**src/rtl/sv_defs.sv**
```systemverilog
`default_nettype none
// ============================================================================
// sv_defs : opcode constants and controller state encoding shared by the
//           UART burst command controller.
// Revision : 1.0
// ============================================================================
package sv_defs;

    localparam logic [7:0] OP_WRITE    = 8'h02;
    localparam logic [7:0] OP_READ     = 8'h03;
    localparam logic [7:0] OP_BURST_WR = 8'h04;
    localparam logic [7:0] OP_BURST_RD = 8'h05;
    localparam logic [7:0] OP_HOLD_SET = 8'h06;
    localparam logic [7:0] OP_HOLD_CLR = 8'h07;
    localparam logic [7:0] OP_FIXED_WR = 8'h08;

    typedef enum logic [2:0] {
        IDLE    = 3'd0,
        ADDR    = 3'd1,
        LEN     = 3'd2,
        WDATA   = 3'd3,
        BUS_WR  = 3'd4,
        BUS_RD  = 3'd5,
        TX_SEND = 3'd6,
        TX_WAIT = 3'd7
    } state_t;

    // Opcodes that are followed by address bytes
    function automatic logic is_addr_op(input logic [7:0] op);
        return (op == OP_WRITE) || (op == OP_READ) || (op == OP_BURST_WR) ||
               (op == OP_BURST_RD) || (op == OP_FIXED_WR);
    endfunction

endpackage
`default_nettype wire

```
**src/rtl/dbg_timeout_cnt.sv**
```systemverilog
`default_nettype none
// ============================================================================
// dbg_timeout_cnt : counts quiet cycles; expired flags the TIMEOUT-th one.
// Revision : 1.0
// ============================================================================
module dbg_timeout_cnt #(
    parameter int TIMEOUT = 1000000
) (
    input  logic clk,
    input  logic rst,
    input  logic clear,
    output logic expired
);

    localparam int CNT_W = (TIMEOUT > 1) ? $clog2(TIMEOUT) : 1;

    logic [CNT_W-1:0] count;

    assign expired = !clear && (count == CNT_W'(TIMEOUT - 1));

    always_ff @(posedge clk) begin
        if (rst || clear) begin
            count <= '0;
        end else if (!expired) begin
            count <= count + 1'b1;
        end
    end

endmodule
`default_nettype wire

```
**src/rtl/uart_burst_cmd_ctrl.sv**
```systemverilog
`default_nettype none
// ============================================================================
// uart_burst_cmd_ctrl : decodes UART debug commands into single/burst memory
//                       bus accesses and streams read data back to the host.
// Revision : 1.0
// ============================================================================
module uart_burst_cmd_ctrl
    import sv_defs::*;
#(
    parameter int ADDR_W  = 16,
    parameter int TIMEOUT = 1000000
) (
    input  logic              clk,
    input  logic              rst,
    input  logic              rx_valid,
    input  logic [7:0]        rx_data,
    output logic              tx_start,
    output logic [7:0]        tx_data,
    input  logic              tx_active,
    output logic [ADDR_W-1:0] bus_addr,
    output logic [7:0]        bus_wdata,
    output logic              bus_we,
    output logic              bus_re,
    input  logic [7:0]        bus_rdata,
    input  logic              bus_ack,
    output logic              cpu_hold,
    output logic              busy,
    output logic              cmd_err
);

    localparam int AB   = ADDR_W / 8;
    localparam int AB_W = (AB > 1) ? $clog2(AB) : 1;

    state_t            state, state_next;
    logic [7:0]        opcode;
    logic [ADDR_W-1:0] addr, addr_shifted;
    logic [7:0]        wdata, rdata_q;
    logic [AB_W-1:0]   ab_cnt;
    logic [8:0]        remaining;
    logic              tx_seen;
    logic              hold_q, err_q;
    logic              waiting, timeout_hit, last_ab;

    assign waiting   = (state == ADDR) || (state == LEN) || (state == WDATA);
    assign last_ab   = (ab_cnt == AB_W'(AB - 1));

    dbg_timeout_cnt #(
        .TIMEOUT (TIMEOUT)
    ) u_timeout (
        .clk     (clk),
        .rst     (rst),
        .clear   (rx_valid || !waiting),
        .expired (timeout_hit)
    );

    always_ff @(posedge clk) begin
        if (rst) begin
            state <= IDLE;
        end else begin
            state <= state_next;
        end
    end

    always_comb begin
        state_next   = state;
        addr_shifted = ADDR_W'({addr, rx_data});
        bus_we       = (state == BUS_WR);
        bus_re       = (state == BUS_RD);
        tx_start     = (state == TX_SEND);
        busy         = (state != IDLE);
        case (state)
            IDLE: begin
                if (rx_valid && is_addr_op(rx_data)) state_next = ADDR;
            end
            ADDR: begin
                if (timeout_hit) begin
                    state_next = IDLE;
                end else if (rx_valid && last_ab) begin
                    if (opcode == OP_READ)       state_next = BUS_RD;
                    else if (opcode == OP_WRITE) state_next = WDATA;
                    else                         state_next = LEN;
                end
            end
            LEN: begin
                if (timeout_hit)  state_next = IDLE;
                else if (rx_valid) state_next = (opcode == OP_BURST_RD) ? BUS_RD : WDATA;
            end
            WDATA: begin
                if (timeout_hit)   state_next = IDLE;
                else if (rx_valid) state_next = BUS_WR;
            end
            BUS_WR: begin
                if (bus_ack) state_next = (remaining == 9'd1) ? IDLE : WDATA;
            end
            BUS_RD: begin
                if (bus_ack) state_next = TX_SEND;
            end
            TX_SEND: state_next = TX_WAIT;
            TX_WAIT: begin
                // Re-arm only after the transmitter has visibly taken the byte
                if (tx_seen && !tx_active) state_next = (remaining == 9'd0) ? IDLE : BUS_RD;
            end
            default: state_next = IDLE;
        endcase
    end

    always_ff @(posedge clk) begin
        if (rst) begin
            opcode    <= '0;
            addr      <= '0;
            wdata     <= '0;
            rdata_q   <= '0;
            ab_cnt    <= '0;
            remaining <= '0;
            tx_seen   <= 1'b0;
            hold_q    <= 1'b1;
            err_q     <= 1'b0;
        end else begin
            err_q <= 1'b0;
            case (state)
                IDLE: begin
                    ab_cnt <= '0;
                    if (rx_valid) begin
                        opcode <= rx_data;
                        if (rx_data == OP_HOLD_SET)      hold_q <= 1'b1;
                        else if (rx_data == OP_HOLD_CLR) hold_q <= 1'b0;
                        else if (!is_addr_op(rx_data))   err_q  <= 1'b1;
                    end
                end
                ADDR: begin
                    if (timeout_hit) begin
                        err_q <= 1'b1;
                    end else if (rx_valid) begin
                        addr   <= addr_shifted;
                        ab_cnt <= ab_cnt + 1'b1;
                        if (last_ab) remaining <= 9'd1;
                    end
                end
                LEN: begin
                    if (timeout_hit)   err_q <= 1'b1;
                    else if (rx_valid) remaining <= (rx_data == 8'd0) ? 9'd256 : {1'b0, rx_data};
                end
                WDATA: begin
                    if (timeout_hit)   err_q <= 1'b1;
                    else if (rx_valid) wdata <= rx_data;
                end
                BUS_WR: begin
                    if (bus_ack) begin
                        remaining <= remaining - 9'd1;
                        if (opcode == OP_BURST_WR) addr <= addr + 1'b1;
                    end
                end
                BUS_RD: begin
                    if (bus_ack) begin
                        rdata_q   <= bus_rdata;
                        remaining <= remaining - 9'd1;
                        if (opcode == OP_BURST_RD) addr <= addr + 1'b1;
                    end
                end
                TX_SEND: tx_seen <= 1'b0;
                TX_WAIT: begin
                    if (tx_active) tx_seen <= 1'b1;
                end
                default: ;
            endcase
        end
    end

    assign bus_addr  = addr;
    assign bus_wdata = wdata;
    assign tx_data   = rdata_q;
    assign cpu_hold  = hold_q;
    assign cmd_err   = err_q;

endmodule
`default_nettype wire
```
**config.mk**
```make
export PLATFORM = sky130hd
export DESIGN_NAME = uart_burst_cmd_ctrl
export DESIGN_NICKNAME = d
export VERILOG_FILES = /design/src/rtl/sv_defs.sv /design/src/rtl/dbg_timeout_cnt.sv /design/src/rtl/uart_burst_cmd_ctrl.sv
export SDC_FILE = /design/constraint.sdc
export NUM_CORES = 1
export LEC_CHECK = 0
export BUFFER_PORTS_ARGS = -buffer_cell sky130_fd_sc_hd__buf_2
export CORE_ASPECT_RATIO = 2
export CORE_MARGIN = 2
export CORE_UTILIZATION = 57
export DETAILED_ROUTE_END_ITERATION = 16
export GPL_TIMING_DRIVEN = 0
export PLACE_DENSITY = 0.8
export SLEW_MARGIN = 30
export SYNTH_ARGS = -nofsm -noshare
export SYNTH_HDL_FRONTEND = slang
export SYNTH_HIERARCHICAL = 1
export SYNTH_SLANG_ARGS = --single-unit
```
**constraint.sdc**
```tcl
create_clock -name clk -period 4.2 [get_ports clk]
set_clock_uncertainty 0.05 [all_clocks]
set_input_delay 0.63 -clock clk [delete_from_list [all_inputs] [get_ports clk]]
set_output_delay 0.63 -clock clk [all_outputs]
set_load 0.01 [all_outputs]
```
==> run metrics <==
Fillers=roughly 630; Final Hold Vio Count=0; n_diodes=0; Area contributors post-synth=dfxtp_1 (38%), a21oi_1 (6.4%), nand2_1 (5.8%); Post-Syn Nets=between 500 and 600; FF-to-FF path depth=15; largest net degree at the start of global routing=12; maximum VDD drop=~0.37 mV; Pint=about 1600 uW; highest clock rate=between 200 and 300 MHz; die span in x=roughly 64 um; TritonCTS Buffers=9; WP data arrival=4.15 ns; Yosys cell types=between 50 and 60; # DRC=0; most frequent cells in the layout=dfxtp_1 (76), buf_2 (64), nand2_1 (62); setup repair bufs after CTS=0; Worst-path clk slew=around 0.06 ns; die height=123 um; Synth Flop Type=dfxtp_1; Row Count=between 40 and 50; Hold EP=tx_data[7]$_SDFFE_PP0P_; Slowest cell on crit path=dfxtp_1; Final Setup Violations=0; vias in the first global route=4099; R2R setup slack=about 0.26 ns; Area Overhead vs Synth=16.4%; sequential-to-total area share from yosys stat=between 30 and 40%; Initial Utilization=58.7%; CP startpoint kind=flop; clk buf depth=2; GP Congestion=approximately 1; via count=approximately 4200; commonest non-fill, non-tap cell in the layout=dfxtp_1; cell leakage power=~0.0018 uW; register share of total power=about 37%; post-synth top area share=~38%; Rel. slew slack=45.3%; initial antenna violation count=0; Avg Inst Size Synth=slightly below 8 um^2; fin. max-slew vios=0; drt pass-1 iters=6; CP Capture Type=flop; Max Cap Viol=0; Crit Reg-Reg Startpoint=state[0]$_SDFFE_PP0P_; Worst Hold Launch=tx_data[7]$_SDFFE_PP0P_; WP data required=4.41 ns; setup TNS=0 ns; minimum clock period=approximately 3.9 ns; PD cells=roughly 520 mW/mm^2; Tot Pwr=2430 uW; initial DRC count=about 360; RSZ-0062 raised after global routing=false; Post-synth EDFFs=0; Hold Crit Depth=2; CTS sink cnt=76; grt ovf=0; DIE AREA=0.00782 mm^2; CTS root buf=clkbuf_16; Global Route Usage Sum=31.5%; port buffer count=56; Final ANT Viol Nets=0; crit path max fanout=10; part of the power in the clock network=between 30% and 40%; asr flop ratio synth=0%; switching share of power=between 30% and 40%; htree depth=3; # IOs=59; mapped cell area=0.00404 mm^2; Crit Path Class=flop to flop; Via density=between 6 and 7; flops & latches, synth=between 70 and 80; HP Class=flop to flop; yosys warns=6; core area=slightly below 0.007 mm^2; routed len/inst=~18 um; Worst Tran Pin Value=roughly 0.82 ns; Combinational Power Share=roughly a third; critical path cell sequence=clkbuf_2 -> clkbuf_1 -> nor2_1 -> or3_1 -> or3_1 -> nor2_1 -> nand3_1 -> inv_1 -> buf_2 -> nor3b_4 -> a21boi_2 -> a211o_1 -> buf_2 -> o21ai_0 -> a21oi_1; final worst-path cycle share=93.8%; Syn Inst Count=between 500 and 600; FF-to-FF End=bus_addr[3]$_SDFFE_PP0P_; crit-path max cell delay=just under 0.5 ns; dpl hpwl=approximately 8.8 mm; Worst-Skew Late Latency=0.34 ns; cell taking the most area after synthesis=dfxtp_1; first-pass GRT wire length=between 15 and 20 mm; nets=approximately 600; routed wire length=11.9 mm; Net Sw Power=a little under 900 uW; layout cell share with drive strength beyond 1=16.6%; status=finished clean; CTS tree=yes
-- power by group through the flow --
stage | clock [uW] | combinational [uW] | sequential [uW]
after detailed placement | 0 | 787 | 902
after CTS | 738 | 790 | 887
after global routing | 766 | 879 | 903
after global placement | 0 | 775 | 898
after floorplan | 0 | 554 | 899
final | 731 | 806 | 892
-- how the worst max path moves through the flow --
| stage | from | endpoint | slack [ns] |
|---|---|---|---|
| 2_1_floorplan | state[0]$_SDFFE_PP0P_ | remaining[1]$_SDFFE_PP0P_ | 0.92 |
| 3_3_place_gp | state[0]$_SDFFE_PP0P_ | remaining[1]$_SDFFE_PP0P_ | 0.14 |
| 3_5_place_dp | state[0]$_SDFFE_PP0P_ | remaining[1]$_SDFFE_PP0P_ | 0.08 |
| 4_1_cts | state[0]$_SDFFE_PP0P_ | remaining[1]$_SDFFE_PP0P_ | 0.06 |
| 5_1_grt | state[0]$_SDFFE_PP0P_ | bus_addr[3]$_SDFFE_PP0P_ | 0.04 |
| 6_report | state[0]$_SDFFE_PP0P_ | bus_addr[3]$_SDFFE_PP0P_ | 0.26 |
-- cell usage after synthesis, drive strengths merged (9+ instances only) --
| library cell | n |
|---|---|
| nor2 | 49 |
| clkbuf | 22 |
| buf | 9 |
| or4 | 10 |
| a211oi | 12 |
| a31oi | 13 |
| nand4 | 9 |
| inv | 12 |
| nand2b | 9 |
| nor3 | 19 |
| mux2i | 9 |
| dfxtp | 76 |
| nand2 | 62 |
| a21oi | 52 |
| nand3 | 18 |
| o21ai | 32 |
-- state kept, by name (all words and copies together), names as in the netlist --
register         cells
remaining            9
cpu_hold             1
tx_data              8
tx_seen              1
cmd_err              1
bus_addr            16
state                3
u_timeout/count     20
bus_wdata            8
opcode               8
ab_cnt               1
-- per-stage QoR --
stage / hold slack [ns] / cell area, um^2 / utilization, % / setup slack, ns / instances
floorplan: 0.395 / 4040 / - / 0.917 / 511
global placement: 0.389 / 4430 / 64.4 / 0.136 / 657
detailed placement: 0.401 / 4430 / 64.4 / 0.0843 / 657
CTS: 0.410 / 4710 / 68.4 / 0.0624 / 671
global route: 0.427 / 4710 / 68.3 / 0.0366 / 670
finish: 0.407 / 4710 / 68.3 / 0.261 / 670
-- critical path, delay by kind of cell (launching register included) --
| kind | cells | cell delay (ns) |
|---|---|---|
| DFF | 1 | 0.49 |
| and+or+nand+nor | 6 | 1.30 |
| AOI/OAI and AO/OA | 4 | 0.79 |
| buffers and inverters | 5 | 1.21 |
-- layout make-up --
type	instances	area [um^2]	area share, %
buffer	30	131	2.79
clock buffer	11	233	4.95
clock inverter	3	40.0	0.851
inverter	12	45.0	0.957
multi-input combinational	392	2340	49.8
sequential	76	1520	32.3
tap	90	113	2.39
timing repair buffer	56	280	5.96
-- per-layer routing --
layer,global-route usage (%),up-vias,wire (um)
met2,57.6,200,6530
met3,5.00,54,755
met5,0,-,0
met1,31.1,1964,4040
met4,24.5,0,587
li1,-,2004,-
-- kinds of logic (layout without fill, tap and decap cells) --
logic type	count (synthesis)	after routing	share of synthesized area, %
simple gates	216	216	27.6
compound gates	151	151	24.1
mux	10	10	2.51
flops	76	76	37.6
fa+ha+maj	5	5	1.55
buf+inv	43	112	4.43
xor+xnor	10	10	2.17
-- repair_timing --
action,CTS,global route
setup endpoints to repair,0,17
hold buffers,0,0
resized for setup,0,3
No activity file was read; power rests on OpenSTA's default activity.
